$ cat src/rtl/spi_snoop_bridge.sv
// Oversampled mode-0 SPI slave that drives the snoop port: set-address, program-write,
// memory-read and memory-write frames, back-to-back inside one select, truncation counted.
module spi_snoop_bridge #(
    parameter int ADDR_W   = 8,
    parameter int DATA_W   = 8,
    parameter int ERR_W    = 8,
    parameter int AUTO_INC = 1
) (
    input  logic              clk,
    input  logic              reset,
    input  logic              spi_sck,
    input  logic              spi_ssel,
    input  logic              spi_mosi,
    output logic              spi_miso,
    output logic [ADDR_W-1:0] snoopa,
    output logic [DATA_W-1:0] snoopd,
    input  logic [DATA_W-1:0] snoopq,
    output logic              snoopp,
    output logic              snoopm,
    output logic              busy,
    output logic [ERR_W-1:0]  frame_err_count
);

    localparam int F     = 2 + DATA_W;
    localparam int CTR_W = $clog2(F);

    typedef enum logic [1:0] {
        OP_ADDR   = 2'b00,
        OP_PWRITE = 2'b01,
        OP_READ   = 2'b10,
        OP_MWRITE = 2'b11
    } op_e;

    // Select is synchronised inverted so the all-zero reset state means "deselected".
    logic sck_s1, sck_s2, sck_h;
    logic sel_s1, sel_s2, sel_h;
    logic mosi_s1, mosi_s2;

    logic [CTR_W-1:0]  bit_ctr;
    logic [F-2:0]      rx_shift;
    logic [DATA_W-1:0] rd_shift;
    logic              inc_pend;

    logic              sck_rise, ss_rise, sck_edge, last_bit;
    logic [F-1:0]      frame_word;
    op_e               op;
    logic [DATA_W-1:0] payload;

    always_ff @(posedge clk or posedge reset) begin
        if (reset) begin
            {sck_s1, sck_s2, sck_h}   <= '0;
            {sel_s1, sel_s2, sel_h}   <= '0;
            {mosi_s1, mosi_s2}        <= '0;
        end else begin
            // NOTE: non-blocking assignments let each flop sample the previous stage's old value.
            sck_s1  <= spi_sck;
            sck_s2  <= sck_s1;
            sck_h   <= sck_s2;
            sel_s1  <= ~spi_ssel;
            sel_s2  <= sel_s1;
            sel_h   <= sel_s2;
            mosi_s1 <= spi_mosi;
            mosi_s2 <= mosi_s1;
        end
    end

    always_comb begin
        // NOTE: every output of this block is assigned up front so no latch can be inferred.
        sck_rise   = sck_s2 & ~sck_h;
        ss_rise    = ~sel_s2 & sel_h;
        sck_edge   = sck_rise & sel_s2;   // deselect wins over a coincident SCK edge
        last_bit   = (bit_ctr == CTR_W'(F - 1));
        frame_word = {rx_shift, mosi_s2};
        op         = op_e'(frame_word[F-1 -: 2]);
        payload    = frame_word[DATA_W-1:0];
    end

    assign busy = sel_s2;

    always_ff @(posedge clk or posedge reset) begin
        if (reset) begin
            bit_ctr         <= '0;
            rx_shift        <= '0;
            rd_shift        <= '0;
            spi_miso        <= 1'b0;
            snoopa          <= '0;
            snoopd          <= '0;
            snoopp          <= 1'b0;
            snoopm          <= 1'b0;
            inc_pend        <= 1'b0;
            frame_err_count <= '0;
        end else begin
            snoopp   <= 1'b0;
            snoopm   <= 1'b0;
            inc_pend <= 1'b0;

            if (!sel_s2)
                bit_ctr <= '0;
            else if (sck_edge)
                bit_ctr <= last_bit ? '0 : bit_ctr + CTR_W'(1);

            if (sck_edge) begin
                rx_shift <= frame_word[F-2:0];
                if (bit_ctr == '0) begin
                    spi_miso <= 1'b0;
                    rd_shift <= snoopq;
                end else begin
                    spi_miso <= rd_shift[DATA_W-1];
                    rd_shift <= {rd_shift[DATA_W-2:0], 1'b0};
                end
            end

            // Increment lands one cycle after the strobe so the strobe sees the old address.
            if (inc_pend)
                snoopa <= snoopa + ADDR_W'(1);

            if (sck_edge && last_bit) begin
                snoopd   <= payload;
                inc_pend <= (AUTO_INC != 0) && (op != OP_ADDR);
                case (op)
                    OP_ADDR:   snoopa <= payload[ADDR_W-1:0];
                    OP_PWRITE: snoopp <= 1'b1;
                    OP_MWRITE: snoopm <= 1'b1;
                    default:   ;
                endcase
            end

            if (ss_rise && (bit_ctr != '0) && (frame_err_count != '1))
                frame_err_count <= frame_err_count + ERR_W'(1);
        end
    end

endmodule

$ cat config.mk
export PLATFORM = sky130hd
export DESIGN_NAME = spi_snoop_bridge
export DESIGN_NICKNAME = d
export VERILOG_FILES = /design/src/rtl/spi_snoop_bridge.sv
export SDC_FILE = /design/constraint.sdc
export NUM_CORES = 1
export LEC_CHECK = 0
export BUFFER_PORTS_ARGS = -buffer_cell sky130_fd_sc_hd__buf_4
export CAP_MARGIN = 30
export CORE_MARGIN = 5
export CORE_UTILIZATION = 54
export CTS_CLUSTER_SIZE = 12
export DETAILED_ROUTE_END_ITERATION = 8
export GPL_ROUTABILITY_DRIVEN = 0
export GPL_TIMING_DRIVEN = 0
export PLACE_DENSITY = 0.74
export SYNTH_ARGS = -nofsm -noshare
export SYNTH_HDL_FRONTEND = slang
export SYNTH_SLANG_ARGS = --single-unit
$ cat constraint.sdc
create_clock -name clk -period 2.5 [get_ports clk]
set_clock_uncertainty 0.2 [all_clocks]
set_input_delay 0.375 -clock clk [delete_from_list [all_inputs] [get_ports clk]]
set_output_delay 0.375 -clock clk [all_outputs]
set_load 0.005 [all_outputs]
Word-level counts from Yosys, hierarchy flattened
Index checks and enable logic that the tools add are counted.
{"block": "totals", "regBits": 57, "in_bits": 13, "out_inout_bits": 28, "elab_cells": 52}
{"block": "classes", "n_bitwise": 6, "n_mux": 13, "n_eq_ne": 5, "add_sub_neg": 3, "reduce_logical": 7}
{"operator": "$mux 8", "count": 4}
{"operator": "$add 8x1->8 const B", "count": 2}
{"operator": "$mux 4", "count": 3}
{"operator": "$ne 8x8->1 const B", "count": 1}
{"operator": "$mux 1", "count": 6}
{"operator": "$add 4x1->4 const B", "count": 1}
{"operator": "$eq 4x4->1 const B", "count": 1}
{"operator": "$logic_not 4->1", "count": 1}
{"operator": "$reduce_bool 4->1", "count": 1}
{"operator": "$and 1x1->1", "count": 3}
{"operator": "$logic_and 1x1->1", "count": 3}
{"operator": "$not 1->1", "count": 3}
{"operator": "$eq 2x1->1 const B", "count": 1}
{"operator": "$eq 2x2->1 const B", "count": 1}
{"operator": "$logic_not 2->1", "count": 1}
{"operator": "$ne 2x1->1 const B", "count": 1}
{"operator": "$reduce_bool 2->1", "count": 1}

Logic depth before layout (Yosys ltp)
Gate-level depths: netlist of the first run.
{"block": "logic_depth", "ltp_word": 5, "mapped_depth": 7, "ltp_nobuf": 6}

Worst setup path before layout of the first run
Ideal clock, no wire load.
{"block": "synth_timing", "path_kind": "register -> register", "start": "reg bit_ctr[0]", "end": "reg frame_err_count[6]", "setup_slack_ns": 0.667, "stages_incl_launch_ff": 7, "arrival_time_ns": 1.508, "setup_ns": 0.125, "n_path_buf": 0, "synth_period_minus_slack_ns": 1.833, "cell_sequence": "dfrtp_1 -> inv_1 -> ha_1 -> nor3b_4 -> nor3_2 -> nor3b_2 -> mux2_4"}
{"block": "synth_via", "elab_chain_len": 3}
{"element": "from (decl)", "line_no": "39", "source": "logic [CTR_W-1:0] bit_ctr;"}
{"element": "from (signal assigned)", "line_no": "100", "source": "bit_ctr <= last_bit ? '0 : bit_ctr + CTR_W'(1);"}
{"element": "$reduce_bool 4->1", "line_no": "128", "source": "if (ss_rise && (bit_ctr != '0) && (frame_err_count != '1))"}
{"element": "$logic_and 1x1->1 (2 in a row)", "line_no": "128"}
{"element": "to (signal assigned)", "line_no": "129", "source": "frame_err_count <= frame_err_count + ERR_W'(1);"}
{"element": "to (decl)", "line_no": "21", "source": "output logic [ERR_W-1:0] frame_err_count"}
Every way passes these cells.
A chain may end at the register's enable or synchronous reset.

Worst setup path after layout of the first run
Same ends and word-level chain as after synthesis.

==> results of run 1 <==
-- area by class of cell --
| class | instances | area (µm²) | area share |
|---|---|---|---|
| buffer | 7 | 37.5 | 0.0122 |
| timing repair buffer | 45 | 360 | 0.117 |
| sequential | 57 | 1430 | 0.464 |
| clock buffer | 11 | 131 | 0.0427 |
| multi-input combinational | 155 | 992 | 0.322 |
| clock inverter | 4 | 45.0 | 0.0146 |
| tap | 52 | 65.1 | 0.0211 |
| inverter | 5 | 18.8 | 0.00610 |
-- synth_stat cells, drive strengths merged --
master / instances
nand4b: 1
or2: 1
and4: 1
nor2: 16
inv: 5
o211ai: 1
a21oi: 8
o21a: 2
mux2: 12
nand4: 4
buf: 7
mux2i: 8
and2: 1
nor3b: 3
nand3b: 3
and3b: 2
nand3: 5
nor3: 3
a22o: 3
o21ai: 9
ha: 5
dfrtp: 57
nand2: 52
xnor2: 6
and3: 1
nand2b: 2
nor4: 1
o31ai: 1
xor2: 4
-- per-stage QoR --
step                      area, µm²  utilization
final                          3080        0.697
after floorplan                2470            -
after detailed placement       2860        0.648
after global placement         2840        0.643
after global routing           3080        0.697
after CTS                      3080        0.697
-- cell usage in the layout (no fill, tap or decap), types with 5 or more instances in the layout --
| master | n |
|---|---|
| a21oi_1 | 8 |
| buf_2 | 6 |
| buf_4 | 41 |
| clkbuf_8 | 9 |
| dfrtp_1 | 57 |
| ha_1 | 5 |
| mux2_2 | 10 |
| mux2i_1 | 8 |
| nand2_1 | 52 |
| nor2_1 | 15 |
| o21ai_1 | 7 |
| xnor2_1 | 6 |
-- tightest hold or removal path: stages --
cell,delay [ns]
buf_4,0.08
nand3_1,0.05
nand2_1,0.06
-- layer usage --
| layer | part of all wire | wire length (µm) | vias up |
|---|---|---|---|
| met4 | 0.020 | 92 | 0 |
| met5 | 0 | 0 | - |
| met1 | 0.48 | 2250 | 830 |
| li1 | - | - | 868 |
| met3 | 0.044 | 207 | 9 |
| met2 | 0.46 | 2150 | 34 |
-- where the power goes --
part	internal [mW]	leakage [nW]	switching (mW)
combinational	0.123	0.708	0.111
clock	0.450	0.0929	0.336
sequential	1.01	0.753	0.0894
total	1.59	1.55	0.536
-- kinds of logic (layout without fill, tap and decap cells) --
kind of cell               after synthesis  count (layout)  share of synthesized area
muxes                                   20              20                     0.0885
DFF                                     57              57                      0.576
and+or+nand+nor                         96              96                      0.193
adders and majority gates                5               5                     0.0253
xor gates and xnor gates                10              10                     0.0354
AOI/OAI and AO/OA                       24              24                     0.0586
buffers and inverters                   12              72                     0.0228
-- path summary, 6_finish.rpt --
| kind | depth (start not counted) | slack [ns] | start | end |
|---|---|---|---|---|
| worst max-delay path | 6 | 0.50 | bit_ctr[0] | frame_err_count[6] |
| worst min-delay path | 3 | 0.08 | snoopq[0] | rd_shift[0] |
| worst max register to register | 6 | 0.50 | bit_ctr[0] | frame_err_count[6] |
| worst min register to register | 0 | 0.15 | mosi_s1 | mosi_s2 |
| max in group asynchronous | 4 | 1.13 | reset | snoopd[5] |
| min in group asynchronous | 3 | 0.43 | reset | snoopa[2] |
-- registers in the layout (all words and copies together) (netlist names), 4 cells and up --
register / flops
rx_shift: 9
bit_ctr: 4
snoopd: 8
frame_err_count: 8
snoopa: 8
rd_shift: 8
==> flow_summary.yaml, run 1 <==
worst_setup_path:
  critical_path_buf_inv_count: 1
  slowest_library_cell_on_the_worst_path: "dfrtp_1"
  arrival_ns: 2.01
  max_stage_delay_ns: 0.42
  path_class: "reg -> reg"
  end_kind: "flop"
  crit_family: "simple AND/OR/NAND/NOR gates"
  worst_setup_path_start_kind: "flop"
  critical_path_required_ns: 2.51
  crit_path_cell_trace: "inv_1, ha_1, nor3b_4, nor3_2, nor3b_2, mux2_4"
  worstPathMaxFanout: 6
min_path:
  worst_hold_path_type: "in -> reg"
clocking:
  max-clock-path-buffers: 2
  clkSinkCount: 57
  root_cell_of_the_clock_tree: "clkbuf_8"
  worstSkewPairLatency_ns: 0.33
  cts_tree: "done"
  clkSlewWorstSetupHoldPaths_ns: 0.06
  ctsHtreeMaxLevel: 3
  cts-buffers-inserted: 9
  post_cts.repair.setup_buffers: 0
  postCtsResizedCells: 0
  cts_hold_repair.buffers: 4
route:
  drt-initial-drc-count: 72
  vias: 1741
  route.antenna.remaining_nets: 0
  avgViaCountPerCell: 5.18
  drc: 0
  detail_route.wirelength_um: 4700
  wire_per_inst_um: 14.0
  detail_route.first_pass.iterations: 4
global_routing:
  grt-ovfl-total: 0
  grt_pass1_vias: 1742
  grt_antenna_before_repair: 0
  grt_busiest_layer: "met2"
  groute.usage.overall: 0.169
  grt_util_met1: 0.223
  grt_first_pass_wirelength_um: 8030
  globalRouteMet3Util: 0.0451
  globalRouteMet2Util: 0.250
  grt_start_max_net_pins: 38
layout:
  post_layout_nonfiller_instances: 336
  antenna-diode-count: 0
  final_layout_size_suffix_gt1_frac: 0.282
  syn2layout_area_growth_pct: 24.3
  fillCellCount: 339
  num-nets-final: 298
logic_synthesis:
  synth.lib_cells_used.distinct: 39
  yosys_warnings: 0
  syn_nets: 242
  netlist.top_cell.by_area: "dfrtp_1"
  synthesis.instances: 224
  syn_area_um2: 2470
  synthesis.area_per_instance_um2: 11.0
  synthTopCellsByArea: "dfrtp_1 58%, nand2_1 7.9%, mux2_2 4.6%, mux2i_1 3.2%, ha_1 2.5%"
  synth_largest_type_area_fraction: 0.576
  synth.yosys.seq_area_share: 0.576
  synth.ff_latch_count: 57
place:
  dp_cells: 317
  dp_slack_ns: 0.514
  io_buffers: 40
  place_hpwl_um: 3280
sta:
  slew_headroom: 0.684
  rsz0062_at_grt: "false"
  setup_tns_ns: 0
  setup_viol: 0
  maxClockFrequency_ghz: 0.500
  fin_crit_sh: 0.800
  postLayoutSetupSlackWorst_ns: 0.501
  final_period_minus_worst_setup_slack_ns: 2.00
  tightest_pin_transition_ns: 0.473
  maxSlewViolCount: 0
  worst_hold_slack_ns: 0.0776
  timing_hold_violations_final: 0
floorplanning:
  floorplan_core_area_um2: 4410
  floorplan.initialDensity: 0.561
  io_pins: 41
  floorplan.die.width_um: 77.7
  fp.dieArea_um2: 6040
  dieHeight_um: 77.7
  rows: 24
power:
  power.density_nw_per_um2: 690
  power.leakage_nw: 1.55
  totalPowerFinal_mw: 2.12
  vdd.ir_drop.worst_v: 0.000448
status:
  run_status: "finished, final reports clean"
job:
  cap_viol_max_count: 0
Note: power is estimated with default switching activity, not from simulation.
==> run 2: changes to the inputs <==
- CORE_UTILIZATION: 54 -> 50
- PLACE_DENSITY: 0.74 -> 0.72
- clock period: 2.5 -> 1.7 ns (I/O delays scaled with it)
==> flow_summary.yaml, run 2 (synthesized netlist as in run 1, its figures left out) <==
route:
  detail_route.first_pass.iterations: 4
  drc: 0
  avgViaCountPerCell: 4.95
  drt-initial-drc-count: 51
  vias: 1832
  route.antenna.remaining_nets: 0
  detail_route.wirelength_um: 4950
  wire_per_inst_um: 13.4
layout:
  num-nets-final: 316
  final_layout_size_suffix_gt1_frac: 0.337
  multi_input_comb_area_um2: 1040
  fillCellCount: 369
  top_register: "rx_shift"
  mostFrequentLayoutCell: "dfrtp_1"
  finish.utilization: 0.706
  seq_area_um2: 1430
  antenna-diode-count: 0
  mostFrequentLayoutCells: "56 x dfrtp_1, 52 x nand2_1, 48 x buf_4"
  flip_flop_count_of_the_largest_register_after_layout: 9
  syn2layout_area_growth_pct: 35.7
sta:
  tightest_pin_transition_ns: 0.568
  postLayoutSetupSlackWorst_ns: -0.124
  slew_headroom: 0.621
  maxClockFrequency_ghz: 0.548
  rsz0062_at_grt: "true"
  worst_hold_slack_ns: 0.0239
  final_period_minus_worst_setup_slack_ns: 1.82
  fin_crit_sh: 1.07
  maxSlewViolCount: 0
  timing_hold_violations_final: 0
  setup_viol: 20
place:
  dp_slack_ns: -0.222
  io_buffers: 40
  place_hpwl_um: 3140
clocking:
  clkSlewWorstSetupHoldPaths_ns: 0.06
  worstSkewPairLatency_ns: 0.34
  max-clock-path-buffers: 2
  clkSinkCount: 57
  root_cell_of_the_clock_tree: "clkbuf_8"
  cts_tree: "done"
  ctsHtreeMaxLevel: 3
  cts-buffers-inserted: 9
power:
  vdd.ir_drop.worst_v: 0.000922
  power.leakage_nw: 1.70
  power.density_nw_per_um2: 995
floorplanning:
  fp.dieArea_um2: 6460
  floorplan.die.width_um: 80.4
  dieHeight_um: 80.4
  io_pins: 41
  floorplan_core_area_um2: 4750
  floorplan.initialDensity: 0.521
  rows: 25
worst_setup_path:
  arrival_ns: 1.85
  critical_path_required_ns: 1.72
  worstPathMaxFanout: 4
  path_class: "reg -> reg"
  worst_setup_path_start_kind: "flop"
  end_kind: "flop"
global_routing:
  grt_antenna_before_repair: 0
  grt-ovfl-total: 0
  grt_first_pass_wirelength_um: 8260
  grt_start_max_net_pins: 34
  grt_pass1_vias: 1786
  groute.usage.overall: 0.172
job:
  cap_viol_max_count: 0
min_path:
  worst_hold_path_type: "in -> reg"
status:
  failed_checks: "setup timing"
  run_status: "finished with violations"
==> run 2: metrics by stage <==
step	cell area [µm²]	setup TNS [ns]	cells	power (mW)
floorplan	2480	-0.0594	224	1.82
global placement	2870	-1.27	331	1.95
detailed placement	2890	-2.08	332	1.98
CTS	3330	-0.524	368	3.37
global route	3360	-3.04	370	3.52
finish	3360	-1.18	370	3.34
==> run 2: repair_timing <==
| action | CTS | global route |
|---|---|---|
| endpoints found under the setup margin | 23 | 31 |
| resized for setup | 14 | 6 |
| setup buffers | 9 | 1 |
| pin swaps | 4 | 1 |
| hold endpoints to repair | 34 | 0 |
| cloned | 0 | 1 |
| hold buffers | 11 | 0 |
==> run 2: worst paths after layout <==
| path | depth (start not counted) | to | slack, ns | startpoint |
|---|---|---|---|---|
| max | 6 | frame_err_count[6] | -0.12 | bit_ctr[0] |
| min | 3 | rd_shift[6] | 0.02 | snoopq[6] |
| max reg2reg | 6 | frame_err_count[6] | -0.12 | bit_ctr[0] |
| min reg2reg | 0 | mosi_s2 | 0.15 | mosi_s1 |
| max in group asynchronous | 4 | busy | 0.42 | reset |
| min in group asynchronous | 3 | rd_shift[5] | 0.34 | reset |
==> run 2: worst max-delay path, stage by stage, from the launching register on <==
cell and delay (ns):
dfrtp_1 0.37, inv_1 0.06, ha_2 0.17, nor3b_4 0.17, nor3_4 0.19, nor3b_4 0.24, mux2_4 0.32
==> run 2: cell type report <==
type | count | area share
Clock inverter | 4 | 0.0149
Buffer | 7 | 0.0142
Tap cell | 67 | 0.0250
Multi-Input combinational cell | 155 | 0.311
Clock buffer | 12 | 0.0492
Timing Repair Buffer | 63 | 0.154
Inverter | 5 | 0.00671
Sequential cell | 57 | 0.425
==> run 2: report_power, final <==
part	internal [mW]	total (mW)	switching, mW
logic	0.218	0.397	0.178
clock network	0.793	1.33	0.538
registers	1.49	1.61	0.124
==> run 2: metal layers <==
metal | track usage | share of wire
met5 | 0 | 0
met1 | 0.226 | 0.47
met2 | 0.253 | 0.46
met3 | 0.0381 | 0.043
met4 | 0.111 | 0.024
